## src/rtl/eth_rx.sv

```systemverilog
// RMII Ethernet receiver. It detects the preamble and SFD, assembles dibits into bytes and checks
// the CRC-32 residue, the frame length and the alignment. It latches the header plus 46 payload bytes.
package Types;
  typedef struct packed {
    logic [47:0]  dest_mac;
    logic [47:0]  src_mac;
    logic [15:0]  ethertype;
    logic [367:0] payload;
  } st_eth_packet;
endpackage

module eth_rx #(
  parameter int MIN_FRAME_BYTES = 64,
  parameter int MAX_FRAME_BYTES = 1518
) (
  input  logic               eth_clk,
  input  logic               rst_in,
  input  logic               eth_crsdv,
  input  logic [1:0]         eth_rxd,
  output Types::st_eth_packet eth_packet,
  output logic               rx_valid,
  output logic               rx_err,
  output logic [1:0]         rx_err_code,
  output logic               rx_busy
);

  localparam int                CNT_W       = $clog2(MAX_FRAME_BYTES + 2);
  localparam logic [CNT_W-1:0]  CNT_SAT     = CNT_W'(MAX_FRAME_BYTES + 1);
  localparam logic [CNT_W-1:0]  CNT_MIN     = CNT_W'(MIN_FRAME_BYTES);
  localparam logic [CNT_W-1:0]  CNT_MAX     = CNT_W'(MAX_FRAME_BYTES);
  localparam logic [31:0]       CRC_INIT    = 32'hFFFF_FFFF;
  localparam logic [31:0]       CRC_RESIDUE = 32'hDEBB_20E3;

  typedef enum logic [2:0] {
    ST_IDLE     = 3'd0,
    ST_PREAMBLE = 3'd1,
    ST_DATA     = 3'd2,
    ST_CHECK    = 3'd3,
    ST_DROP     = 3'd4
  } state_t;

  // Reflected CRC-32 advanced by one dibit, bit 0 first.
  function automatic logic [31:0] crc32_dibit(input logic [31:0] crc, input logic [1:0] d);
    logic [31:0] c;
    c = crc;
    for (int i = 0; i < 2; i++) begin
      if (c[0] ^ d[i]) c = (c >> 1) ^ 32'hEDB8_8320;
      else             c = c >> 1;
    end
    return c;
  endfunction

  state_t              state_q, state_d;
  logic [1:0]          dibit_cnt_q, dibit_cnt_d;
  logic [CNT_W-1:0]    byte_cnt_q, byte_cnt_d;
  logic [5:0]          byte_sr_q, byte_sr_d;
  logic [31:0]         crc_q, crc_d;
  logic [479:0]        shadow_q, shadow_d;
  Types::st_eth_packet pkt_q, pkt_d;
  logic                rx_valid_q, rx_valid_d;
  logic                rx_err_q, rx_err_d;
  logic [1:0]          rx_err_code_q, rx_err_code_d;
  logic                rx_busy_q, rx_busy_d;
  logic [7:0]          byte_done;

  // Next-state, datapath and pulse generation.
  always_comb begin
    state_d       = state_q;
    dibit_cnt_d   = dibit_cnt_q;
    byte_cnt_d    = byte_cnt_q;
    byte_sr_d     = byte_sr_q;
    crc_d         = crc_q;
    shadow_d      = shadow_q;
    pkt_d         = pkt_q;
    rx_valid_d    = 1'b0;
    rx_err_d      = 1'b0;
    rx_err_code_d = 2'd0;
    byte_done     = {eth_rxd, byte_sr_q};

    case (state_q)
      ST_IDLE: begin
        if (eth_crsdv) state_d = ST_PREAMBLE;
        else           state_d = ST_IDLE;
      end
      ST_PREAMBLE: begin
        if (!eth_crsdv) begin
          state_d = ST_IDLE;
        end else begin
          case (eth_rxd)
            2'b00, 2'b01: state_d = ST_PREAMBLE;
            2'b11: begin
              state_d     = ST_DATA;
              dibit_cnt_d = 2'd0;
              byte_cnt_d  = '0;
              byte_sr_d   = 6'd0;
              crc_d       = CRC_INIT;
            end
            default: state_d = ST_DROP;
          endcase
        end
      end
      ST_DATA: begin
        if (eth_crsdv) begin
          crc_d       = crc32_dibit(crc_q, eth_rxd);
          byte_sr_d   = byte_done[7:2];
          dibit_cnt_d = dibit_cnt_q + 2'd1;
          if (dibit_cnt_q == 2'd3) begin
            // Only the first 60 bytes land in the shadow packet, byte 0 at the top.
            for (int i = 0; i < 60; i++) begin
              if (byte_cnt_q == CNT_W'(i)) shadow_d[(59 - i) * 8 +: 8] = byte_done;
              else                         shadow_d[(59 - i) * 8 +: 8] = shadow_q[(59 - i) * 8 +: 8];
            end
            if (byte_cnt_q != CNT_SAT) byte_cnt_d = byte_cnt_q + CNT_W'(1);
            else                       byte_cnt_d = byte_cnt_q;
          end else begin
            byte_cnt_d = byte_cnt_q;
          end
        end else begin
          state_d = ST_CHECK;
        end
      end
      ST_CHECK: begin
        state_d = ST_IDLE;
        if (dibit_cnt_q != 2'd0) begin
          rx_err_d      = 1'b1;
          rx_err_code_d = 2'd2;
        end else if ((byte_cnt_q < CNT_MIN) || (byte_cnt_q > CNT_MAX)) begin
          rx_err_d      = 1'b1;
          rx_err_code_d = 2'd1;
        end else if (crc_q != CRC_RESIDUE) begin
          rx_err_d      = 1'b1;
          rx_err_code_d = 2'd0;
        end else begin
          rx_valid_d = 1'b1;
          pkt_d      = shadow_q;
        end
      end
      ST_DROP: begin
        if (!eth_crsdv) state_d = ST_IDLE;
        else            state_d = ST_DROP;
      end
      default: state_d = ST_IDLE;
    endcase

    rx_busy_d = (state_d != ST_IDLE);
  end

  // State and output registers.
  always_ff @(posedge eth_clk or negedge rst_in) begin
    if (!rst_in) begin
      state_q       <= ST_IDLE;
      dibit_cnt_q   <= 2'd0;
      byte_cnt_q    <= '0;
      byte_sr_q     <= 6'd0;
      crc_q         <= CRC_INIT;
      shadow_q      <= '0;
      pkt_q         <= '0;
      rx_valid_q    <= 1'b0;
      rx_err_q      <= 1'b0;
      rx_err_code_q <= 2'd0;
      rx_busy_q     <= 1'b0;
    end else begin
      state_q       <= state_d;
      dibit_cnt_q   <= dibit_cnt_d;
      byte_cnt_q    <= byte_cnt_d;
      byte_sr_q     <= byte_sr_d;
      crc_q         <= crc_d;
      shadow_q      <= shadow_d;
      pkt_q         <= pkt_d;
      rx_valid_q    <= rx_valid_d;
      rx_err_q      <= rx_err_d;
      rx_err_code_q <= rx_err_code_d;
      rx_busy_q     <= rx_busy_d;
    end
  end

  assign eth_packet  = pkt_q;
  assign rx_valid    = rx_valid_q;
  assign rx_err      = rx_err_q;
  assign rx_err_code = rx_err_code_q;
  assign rx_busy     = rx_busy_q;

endmodule

```

## config.mk

```make
export PLATFORM = sky130hd
export DESIGN_NAME = eth_rx
export DESIGN_NICKNAME = d
export VERILOG_FILES = /design/src/rtl/eth_rx.sv
export SDC_FILE = /design/constraint.sdc
export NUM_CORES = 1
export LEC_CHECK = 0
export CAP_MARGIN = 0
export CELL_PAD_IN_SITES_DETAIL_PLACEMENT = 0
export CELL_PAD_IN_SITES_GLOBAL_PLACEMENT = 1
export CORE_UTILIZATION = 47
export DETAILED_ROUTE_END_ITERATION = 10
export PLACE_DENSITY = 0.86
export SYNTH_ARGS = -nofsm -noshare
export SYNTH_HDL_FRONTEND = slang
export SYNTH_SLANG_ARGS = --single-unit
```

## constraint.sdc

```tcl
create_clock -name eth_clk -period 2.89 [get_ports eth_clk]
set_input_delay 0.4335 -clock eth_clk [delete_from_list [all_inputs] [get_ports eth_clk]]
set_output_delay 0.4335 -clock eth_clk [all_outputs]
set_load 0.01 [all_outputs]
```

Word level (Yosys, flattened, before mapping)
Cells that the tools add are included. W data, S select, Z words.

Logic and storage cells: 267. Bits in registers: 1019. Bits of input ports: 5.

Bitwise operators: 7. Eq/ne operators: 73. Add/subtract/negate cells: 2. Reductions and logical operators: 71. Muxes and demuxes: 39. Magnitude comparators: 2.

Operators with widths (count): $eq A11 B6 Y1 const B (28); $reduce_and A4 Y1 (62); $mux W32 (7); $eq A11 B5 Y1 const B (16); $eq A11 B4 Y1 const B (8); $pmux W32 S2 (1); $mux W11 (5); $eq A11 B3 Y1 const B (4); $ne A32 B32 Y1 const B (1); $not A13 Y14 (2); $eq A11 B2 Y1 const B (2); $pmux W11 S2 (1); $mux W6 (3); $pmux W3 S4 (1); $pmux W6 S2 (1); $add A11 B1 Y11 const B (1); $eq A11 B1 Y1 const B (1); $gt A11 B11 Y1 const B (1); $logic_not A11 Y1 (1); $lt A11 B7 Y1 const B (1); $ne A11 B11 Y1 const B (1); $mux W1 (10); $mux W2 (5); $ne A2 B2 Y1 const B (5); 18 further kinds (26).

Longest topological paths before layout
Depth in word-level cells: 8. Mapped depth: 8. Mapped depth without buffers: 5.

Worst setup path before layout
OpenSTA, ideal clock, no wires.

Path type: register to register. Start point: reg byte_cnt_q[4]. End point: reg pkt_q (netlist bit eth_packet[287]). Data arrival time: 2.283 ns. Setup slack: 0.480 ns. Buffers on the path: 4. Clock period less this slack: 2.410 ns. Required time: 2.763 ns. Stages on the path, launching flop included: 9. Cells stage by stage: dfrtp_1 -> clkbuf_1 -> or3b_1 -> a2bb2oi_1 -> a2111oi_4 -> buf_4 -> buf_6 -> buf_6 -> mux2_1.

Word-level cells in the longest chain between the ends: 4. Elaborated cells on any way between the ends: 5. Those cells by class: 2 x order compare; 1 x bitwise; 2 x reduce/logical.

Ends and longest elaborated chain: start: declaration (line 55) `logic [CNT_W-1:0] byte_cnt_q, byte_cnt_d;`; start signal: assignment (line 165) `byte_cnt_q <= byte_cnt_d;`; $lt A11 B7 Y1 or $gt A11 B11 Y1 (tied branches) (line 127) `end else if ((byte_cnt_q < CNT_MIN) || (byte_cnt_q > CNT_MAX)) begin`; $logic_or A1 B1 Y1 (*) (line 127); $not A1 Y1 (no source line) (*); $reduce_and A4 Y1 (no source line) (*); end signal: assignment (line 169) `pkt_q <= pkt_d;`; end: declaration (line 59) `Types::st_eth_packet pkt_q, pkt_d;`.

Every way passes the cells marked *; elsewhere a longest branch is shown, timed or not. A chain may end at the register's enable or synchronous reset.

Worst setup path after layout
Start point: reg crc_q[28]. End point: reg pkt_q (netlist bit eth_packet[243]).

Word-level cells in the longest chain between the ends: 3.

Ends and longest elaborated chain: start: declaration (line 57) `logic [31:0] crc_q, crc_d;`; start signal: assignment (line 167) `crc_q <= crc_d;`; $ne A32 B32 Y1 (line 130) `end else if (crc_q != CRC_RESIDUE) begin`; $not A1 Y1 (no source line); $reduce_and A4 Y1 (no source line).

Every way passes these cells.

==> results.json <==
{
  "synth.area.top_cells": "dfrtp_1, mux2_2, mux2_1",
  "synth_edf_count": 0,
  "status": "completed",
  "port_buffers": 489,
  "worst_r2r_startpoint": "crc_q[28]$_DFFE_PN1P_",
  "drv_cap": 0,
  "cts.sinks": 1019,
  "powerDensity_mw_per_mm2": 636,
  "slowest_delay_ns": 0.55,
  "synthCells": 2445,
  "r2r_end": "eth_packet[243]$_DFFE_PN0P_",
  "dp_hpwl_mm": 67.1,
  "grt_pass1_vias": 24580,
  "setup.worst_path.class": "register to register",
  "start_kind": "register",
  "ir_drop_uv": 480,
  "yosysSeqAreaShare_pct": 65.2,
  "p_leak_nw": 24.1,
  "cts_setup_buffers": 0,
  "synthDistinctLibCells": 57,
  "worst-path-max-fanout": 21,
  "worstPathCellList": "nor4bb_1 > nand4_1 > a2111oi_4 > buf_4 > buf_12 > buf_12 > mux2_2",
  "synth_top_area_cell": "dfrtp_1",
  "finalCritPeriodShare_pct": 92.8,
  "post_drt_wl_per_cell_um": 24.3,
  "place_congestion": 0.832,
  "drive_above_1_share_pct": 39.4,
  "coreArea_mm2": 0.0822,
  "reg2reg_slack_ns": 0.21,
  "die_y_um": 291,
  "cp-startpoint": "crc_q[28]$_DFFE_PN1P_",
  "drv_slew": 0,
  "power_w": 0.0316,
  "cp-endpoint": "eth_packet[243]$_DFFE_PN0P_",
  "cp_slowest_cell": "dfstp_2",
  "ff2ff_path_depth": 7,
  "critPathArrivalTime_ns": 3.20,
  "viasPerCell": 5.42,
  "drc": 0,
  "holdBufCountCts": 1,
  "drtPass1Iterations": 5,
  "vias": 22633,
  "die_x_um": 291,
  "first_iter_violations": 1122,
  "start_util_pct": 47.6,
  "setup_viol": 0,
  "cts_inserted_buffers": 104,
  "cp-end-kind": "register",
  "required_ns": 3.41,
  "grt_max_degree": 116,
  "fp.dieArea_mm2": 0.0845,
  "yosysMostFrequentCell": "dfrtp_1",
  "min_period_ns": 2.68,
  "clk_pin_slew_worst_paths_ns": 0.07,
  "synthFlopType": "dfrtp_1",
  "min-delay-path-class": "primary input to register",
  "synth_nets": 2456,
  "synth-seq-cells": 1019,
  "synth.top_cell.area_share_pct": 63.0,
  "nets": 3026,
  "grt_pass1_wl_mm": 156,
  "clockRootBuffer": "clkbuf_16",
  "rsz0062_at_grt": "false",
  "max_freq_mhz": 373,
  "avgSynthCellArea_um2": 16.0,
  "area_delta_synth_final_pct": 26.9,
  "ys_top_cells_by_count": "dfrtp_1, mux2_2, mux2_1, clkbuf_1, nand2_1",
  "slew_headroom_pct": 33.6,
  "fin_tns_setup_ns": 0,
  "clkLatencyLatePin_ns": 0.68,
  "num_io_pins": 490,
  "grt.overflow.total": 0,
  "h-tree-depth": 3,
  "grt_usage_pct": 24.2,
  "worstHoldStart": "eth_rxd[1]",
  "wl_mm": 101,
  "synth_area_mm2": 0.0392,
  "ant_nets": 0,
  "hold_violations": 0,
  "cts_buffer_depth": 3,
  "cp_common_cell": "buf_12",
  "antenna_found_initial": 1,
  "async_reset_ff_share_pct": 100,
  "cts_tree": "built",
  "ys_warn_count": 0,
  "skew_ns": 0.0628,
  "worstMarginPinSlew_ns": 0.996,
  "cts_resized": 0,
  "n_fill_cell": 6057,
  "rows": 105
}
worst min-delay path by stage:
stage | endpoint | cells after the start
2_1_floorplan | byte_cnt_q[0]$_DFFE_PN0P_ | 0
3_5_place_dp | eth_packet[181]$_DFFE_PN0P_ | 1
6_report | byte_sr_q[5]$_DFFE_PN0P_ | 3
3_3_place_gp | eth_packet[185]$_DFFE_PN0P_ | 1
4_1_cts | byte_sr_q[5]$_DFFE_PN0P_ | 3
5_1_grt | byte_sr_q[5]$_DFFE_PN0P_ | 3
placed cells by master, fill, tap and decap left out, types with 5 or more instances in the layout:
master,netlist,layout
o21ai_0,22,22
mux2_1,107,107
clkdlybuf4s50_1,0,486
dfstp_2,32,32
mux2_2,854,854
clkbuf_8,0,33
xnor2_1,20,20
nand3_1,13,13
a22oi_1,19,19
inv_1,8,8
nor3_2,16,16
nor2b_1,7,7
o31ai_1,5,5
clkinv_2,0,14
buf_12,0,34
clkbuf_1,78,19
and3_1,5,5
nand2_1,55,55
or3_1,9,9
a21oi_1,10,10
nor2_1,48,48
nor2_2,6,6
nor2_4,10,10
nand4_1,5,5
clkbuf_16,0,104
bufinv_16,0,12
nor3_1,7,7
ha_1,6,6
buf_4,30,81
dfrtp_1,987,981
per-stage QoR:
| stage | utilization [%] | area (um2) | std cells | hold WS, ns | setup slack, ns |
|---|---|---|---|---|---|
| final | 60.5 | 49700 | 4172 | 0.140 | 0.207 |
| after global routing | 60.5 | 49700 | 4170 | 0.163 | 0.0397 |
| after CTS | 60.5 | 49700 | 4170 | 0.115 | 0.206 |
| after detailed placement | 55.9 | 46000 | 3978 | 0.384 | 0.0671 |
| after global placement | 55.9 | 46000 | 3978 | 0.379 | 0.142 |
| after floorplan | - | 39200 | 2445 | 0.138 | 0.480 |
state kept, by name, summed over array words and instances (netlist names):
register and count:
eth_packet 480, shadow_q 480, crc_q 32, byte_cnt_q 11, byte_sr_q 6, state_q 3, dibit_cnt_q 2, rx_err_code 2
rx_busy 1, rx_err 1, rx_valid 1
area by class of cell:
cell class                      instances  area (um2)  area share [%]
Antenna cell                            2        5.00          0.0101
Clock buffer                          156        3130            6.29
Clock inverter                         35         608            1.22
Inverter                                8        30.0          0.0604
Multi-Input combinational cell       1279       12900            25.9
Sequential cell                      1019       25600            51.4
Tap cell                             1070        1340            2.69
Timing Repair Buffer                  603        6180            12.4
worst max-delay path, delay by kind of cell (launching register included):
| kind | cells | cell delay, ns |
|---|---|---|
| AOI/OAI and AO/OA | 1 | 0.45 |
| DFF | 1 | 0.55 |
| muxes | 1 | 0.37 |
| buffers and inverters | 3 | 0.62 |
| and+or+nand+nor | 2 | 0.51 |
logic make-up after synthesis:
kind of cell	share of synthesized area, %
adder cells (fa/ha/maj)	0.192
AO/OA/AOI/OAI	1.21
flip-flops	65.2
buffers and inverters	1.96
XOR/XNOR	0.533
multiplexers	27.7
AND/OR/NAND/NOR	3.26
power by group:
group	internal, W	switching [W]
clock	0.00858	0.00565
sequential	0.0147	0.000659
combinational	0.000698	0.00134
total	0.0240	0.00764
layer usage:
metal  global-route usage [%]  up-vias  wire, um
met2                     40.7      542     50900
li1                         -     9816         -
met3                     4.01      190      4070
met5                        0        -        13
met1                     31.0    12083     42000
met4                     10.5        2      4320
(Power assumes the default switching activity.)
==> RTL edit 1, RTL diff (config.mk and constraints unchanged) <==
Take the reset off `byte_sr_q` and load it in a clocked block of its own.
--- a/src/rtl/eth_rx.sv
+++ b/src/rtl/eth_rx.sv
@@ -152,5 +152,4 @@
       dibit_cnt_q   <= 2'd0;
       byte_cnt_q    <= '0;
-      byte_sr_q     <= 6'd0;
       crc_q         <= CRC_INIT;
       shadow_q      <= '0;
@@ -164,5 +163,4 @@
       dibit_cnt_q   <= dibit_cnt_d;
       byte_cnt_q    <= byte_cnt_d;
-      byte_sr_q     <= byte_sr_d;
       crc_q         <= crc_d;
       shadow_q      <= shadow_d;
@@ -175,4 +173,8 @@
   end
 
+  always_ff @(posedge eth_clk) begin
+    byte_sr_q <= byte_sr_d;
+  end
+
   assign eth_packet  = pkt_q;
   assign rx_valid    = rx_valid_q;
Function: not settled (the Yosys comparison gave no result); the edit may change what the design does.
==> RTL edit 1 against the original RTL <==
- setup slack lost 160 ps
- total power shrank 4.7%
- first-iteration DRC count shrank 0.53%
- via count is essentially flat
- synthesized area grew 0.17%
- final area is essentially flat
- largest cell class unchanged
- final cell count is essentially flat
- sequential cell count is the same
- routed wire length shrank 1.2%
==> RTL edit 1: results (changes against the original RTL) <==
* Status: complete, no violations (unchanged)
* NumNets Final at 3033 (was 3026)
* Maximum vdd ir drop at 467 µV (was 480 µV)
* Post-synthesis compound-gate area fraction at 1.03% (was 1.21%)
* Iteration-0 DRC Markers at 1116 (was 1122)
* Share of synthesized area spent on multiplexers at 27.8% (was 27.7%)
* Ratio of routed vias to standard cells at 5.42 (about the same)
* Post-synthesis cell type count at 56 (was 57)
* Transition time at the pin with the least slew margin at 1090 ps (was 996 ps)
* Number of enable-type register cells in the synthesized netlist at 6 (was 0)
* Synthesis-to-finish area growth at 26.8% (was 26.9%)
* Final setup skew at 53.3 ps (was 62.8 ps)
* Clock period minus final worst setup slack at 2850 ps (was 2680 ps)
* Internal Dissipation at 23.1 mW (was 24.0 mW)
* Synthesized net count at 2439 (was 2456)
* Post-synthesis share of cell area spent on xor and xnor gates at 0.513% (was 0.533%)
* Area of placed instances at 46300 µm² (was 46000 µm²)
* Fill cell count at 6017 (was 6057)
* Proportion of synthesized flip-flops having asynchronous set or reset at 99.4% (was 100%)
* Vias in the first global route at 24500 (was 24600)
* Fraction of post-synthesis cell area in the top cell type by area at 62.5% (was 63.0%)
* Worst hold path cell count at 2 (was 3)
* Antenna violations before repair at 2 (was 1)
* Crit path largest cell delay at 450 ps (was 550 ps)
* Kind of cell with the highest combined delay on the critical path: compound AO/OA/AOI/OAI gates (was buffers and inverters)
* All-layer global routing usage at 23.9% (was 24.2%)
* Estimated wirelength of the detail-placed design at 66800 µm (was 67100 µm)
* Area of the core at 82400 µm² (was 82200 µm²)
* Register-to-register path setup slack at 40 ps (was 210 ps)
-- RTL edit 1: power groups by stage --
stage | clock [mW] | combinational (mW) | sequential [mW]
6_report | 13.3 | 1.82 | 15.0
5_1_grt | 14.2 | 2.01 | 15.0
4_1_cts | 13.6 | 1.85 | 15.0
3_5_place_dp | 0 | 1.84 | 15.3
3_3_place_gp | 0 | 1.79 | 15.2
2_1_floorplan | 0 | 1.03 | 15.2
-- RTL edit 1: what timing repair did --
action / in CTS / in global routing
setup endpoints to repair: 11 / 282
hold endpoints to repair: 49 / 0
buffers inserted: 0 / 2
pin swaps: 3 / 4
hold buffers: 1 / 0
-- RTL edit 1: stage by stage --
| step | total power [mW] | hold WS [ps] | TNS (ps) | cells |
|---|---|---|---|---|
| 6_report | 30.1 | 173 | 0 | 4176 |
| 3_5_place_dp | 17.1 | 400 | -434 | 3985 |
| 2_1_floorplan | 16.2 | 138 | 0 | 2428 |
| 5_1_grt | 31.2 | 164 | -1900 | 4175 |
| 3_3_place_gp | 17.0 | 397 | -362 | 3985 |
| 4_1_cts | 30.5 | 137 | 0 | 4173 |
-- RTL edit 1: routing by layer --
layer  vias up  global-route usage, %  share of wire (%)
li1       9821                      -                  -
met1     12100                   31.3                 42
met2       591                   40.3                 50
met3       153                   4.18                4.7
met4         2                   8.32                3.0
met5         -                      0             0.0090
-- RTL edit 1: cell type report --
class | instances | share of cell area [%]
Multi-Input combinational cell | 1256 | 26.2
Timing Repair Buffer | 633 | 12.8
Tap cell | 1070 | 2.69
Antenna cell | 1 | 0.00503
Sequential cell | 1019 | 51.4
Clock inverter | 34 | 0.968
Inverter | 10 | 0.0754
Clock buffer | 153 | 5.96
==> RTL edit 2, RTL diff (same flow settings) <==
Without the edit above. The parameter `MIN_FRAME_BYTES` goes from 64 to 32.
--- a/src/rtl/eth_rx.sv
+++ b/src/rtl/eth_rx.sv
@@ -11,5 +11,5 @@
 
 module eth_rx #(
-  parameter int MIN_FRAME_BYTES = 64,
+  parameter int MIN_FRAME_BYTES = 32,
   parameter int MAX_FRAME_BYTES = 1518
 ) (
Check against the original RTL: not settled (the Yosys comparison gave no result); the edit may change what the design does.
==> RTL edit 2 against the original RTL <==
- routed wire length shrank 1.4%
- core utilization shrank 0.34 points
- final cell count shrank 0.65%
- combinational power shrank 11%
- total power shrank 4.1%
- sequential cell count is the same
- worst hold slack gained 160 ps
- final area shrank 0.89%
- sequential power is essentially flat
- setup slack lost 180 ps
- synthesized area shrank 0.85%
==> RTL edit 2: results (changes against the original RTL) <==
* Status: complete, no violations (unchanged)
* Post-synthesis cell type count at 51 (was 57)
* Antenna violations before repair at 0 (was 1)
* Vias post-DR at 22300 (was 22600)
* Area of placed instances at 45800 µm² (was 46000 µm²)
* All-layer global routing usage at 23.8% (was 24.2%)
* Clock insertion delay at the later pin of the skew report at 660 ps (was 680 ps)
* Data arrival time at the worst-slack endpoint at 3390 ps (was 3200 ps)
* Crit path largest cell delay at 530 ps (was 550 ps)
* WL per Instance at 24.1 µm (was 24.3 µm)
* Clk slew on worst S/H paths at 60 ps
* Path class of the lowest-slack min-delay path: in -> reg (unchanged)
* Number of search-and-repair iterations in the first detailed-routing pass at 7 (was 5)
* Routability Congestion at 0.805 (was 0.832)
* Worst path slowest cell: sky130_fd_sc_hd__dfstp_2 (unchanged)
* Sequential cell area fraction in the yosys report at 65.7% (was 65.2%)
* Antenna fix cells at 0 (was 2)
* Top area cells in the synthesized netlist: sky130_fd_sc_hd__dfrtp_1, sky130_fd_sc_hd__mux2_2, sky130_fd_sc_hd__mux2_1 (unchanged)
* Count of final setup violators at 0 (unchanged)
* Clock root buffer: sky130_fd_sc_hd__clkbuf_16 (unchanged)
* Vias in the first global route at 23800 (was 24600)
* Maximum number of pins on one net before global-route repair at 107 (was 116)
* Ranking of synthesized cells by instance count: sky130_fd_sc_hd__dfrtp_1, sky130_fd_sc_hd__mux2_2, sky130_fd_sc_hd__mux2_1 (unchanged)
* Proportion of synthesized flip-flops having asynchronous set or reset at 100% (unchanged)
* Clock buffer count from CTS at 102 (was 104)
* Yosys synthesis warning count at 0 (unchanged)
* Largest fanout on the critical path at 40 (was 21)
* Maximum vdd ir drop at 527 µV (was 480 µV)
* Buffers from clock root to sink, at most at 3 (unchanged)
* Kind of cell with the highest combined delay on the critical path: simple AND/OR/NAND/NOR gates (was buffers and inverters)
* NumNets Final at 3006 (was 3026)
* Final setup skew at 26.2 ps (was 62.8 ps)
* Synthesized net count at 2405 (was 2456)
* Ratio of cells with drive above 1 in the final layout at 40.6% (was 39.4%)
* Leakage dissipation at 23.9 nW (was 24.1 nW)
* Global-route wire length before repair at 150000 µm (was 156000 µm)
* Input/output buffers at 489 (unchanged)
* Iteration-0 DRC Markers at 1058 (was 1122)
* Relative slew slack at 36.2% (was 33.6%)
* Clock H-tree levels at 3 (unchanged)
* Estimated wirelength of the detail-placed design at 65100 µm (was 67100 µm)
## RTL edit 2: cell count changes in the layout (fill, tap and decap cells not counted), sizes merged, moves of 5 or more
| cell | unedited run | this run |
|---|---|---|
| a22o | 0 | 7 |
| o22a | 1 | 14 |
| a22oi | 19 | 0 |
| nor3 | 23 | 9 |
| nor2 | 64 | 94 |
| or3 | 9 | 3 |
| o21ai | 22 | 4 |
| buf | 116 | 138 |
| bufinv | 12 | 6 |
| nand2 | 55 | 22 |
| a21oi | 10 | 24 |
| clkinv | 20 | 15 |
## RTL edit 2: final timing paths
check                      slack, ps             from         endpoint  cells past startpoint
max in group asynchronous       1470           rst_in    shadow_q[141]                      3
min reg2reg                      480  eth_packet[357]  eth_packet[357]                      1
max reg2reg                       30        crc_q[17]  eth_packet[128]                      8
min                              300       eth_rxd[1]       state_q[1]                      4
max                               30        crc_q[17]  eth_packet[128]                      8
min in group asynchronous        340           rst_in    shadow_q[335]                      2
## RTL edit 2: final cells by class
type / instances / area, µm²
Fill cell: 6054 / 32700
Sequential cell: 1019 / 25600
Multi-Input combinational cell: 1242 / 12600
Timing Repair Buffer: 626 / 6390
Clock buffer: 155 / 2970
Tap cell: 1070 / 1340
Clock inverter: 29 / 398
Inverter: 4 / 15.0
## RTL edit 2: timing repair
action	4_1_cts	5_1_grt
endpoints found under the hold margin	33	0
buffers inserted	0	10
resized for setup	0	4
setup endpoints to repair	0	117
hold buffers	1	0
## RTL edit 2: per-stage QoR
stage | TNS [ps] | cells | setup WS (ps) | util (%)
floorplan | 0 | 2394 | 446 | -
global placement | 0 | 3949 | 24.2 | 55.8
detailed placement | -9.09 | 3949 | -6.74 | 55.8
CTS | 0 | 4134 | 48.7 | 59.9
global route | -3760 | 4145 | -54.2 | 60.1
finish | 0 | 4145 | 28.6 | 60.1
## RTL edit 2: metal layers
| layer | GRT usage, % | wire, µm | part of all wire [%] | vias to the layer above |
|---|---|---|---|---|
| met4 | 5.86 | 1930 | 1.9 | 0 |
| li1 | - | - | - | 9657 |
| met5 | 0 | 0 | 0 | - |
| met2 | 39.1 | 48600 | 49 | 666 |
| met3 | 6.30 | 7170 | 7.2 | 148 |
| met1 | 31.6 | 42100 | 42 | 11900 |
## RTL edit 2: kinds of logic after synthesis
| logic type | Yosys count | synth area share, % |
|---|---|---|
| adders and majority gates | 6 | 0.193 |
| muxes | 962 | 27.9 |
| and+or+nand+nor | 185 | 2.62 |
| xor gates and xnor gates | 26 | 0.605 |
| buffers and inverters | 133 | 1.84 |
| DFF | 1019 | 65.7 |
| AOI/OAI and AO/OA | 63 | 1.12 |
## RTL edit 2: power by group
group / internal (mW) / switching (mW) / total (mW)
Clock: 7.66 / 5.56 / 13.2
Combinational: 0.606 / 1.21 / 1.81
Sequential: 14.7 / 0.605 / 15.3
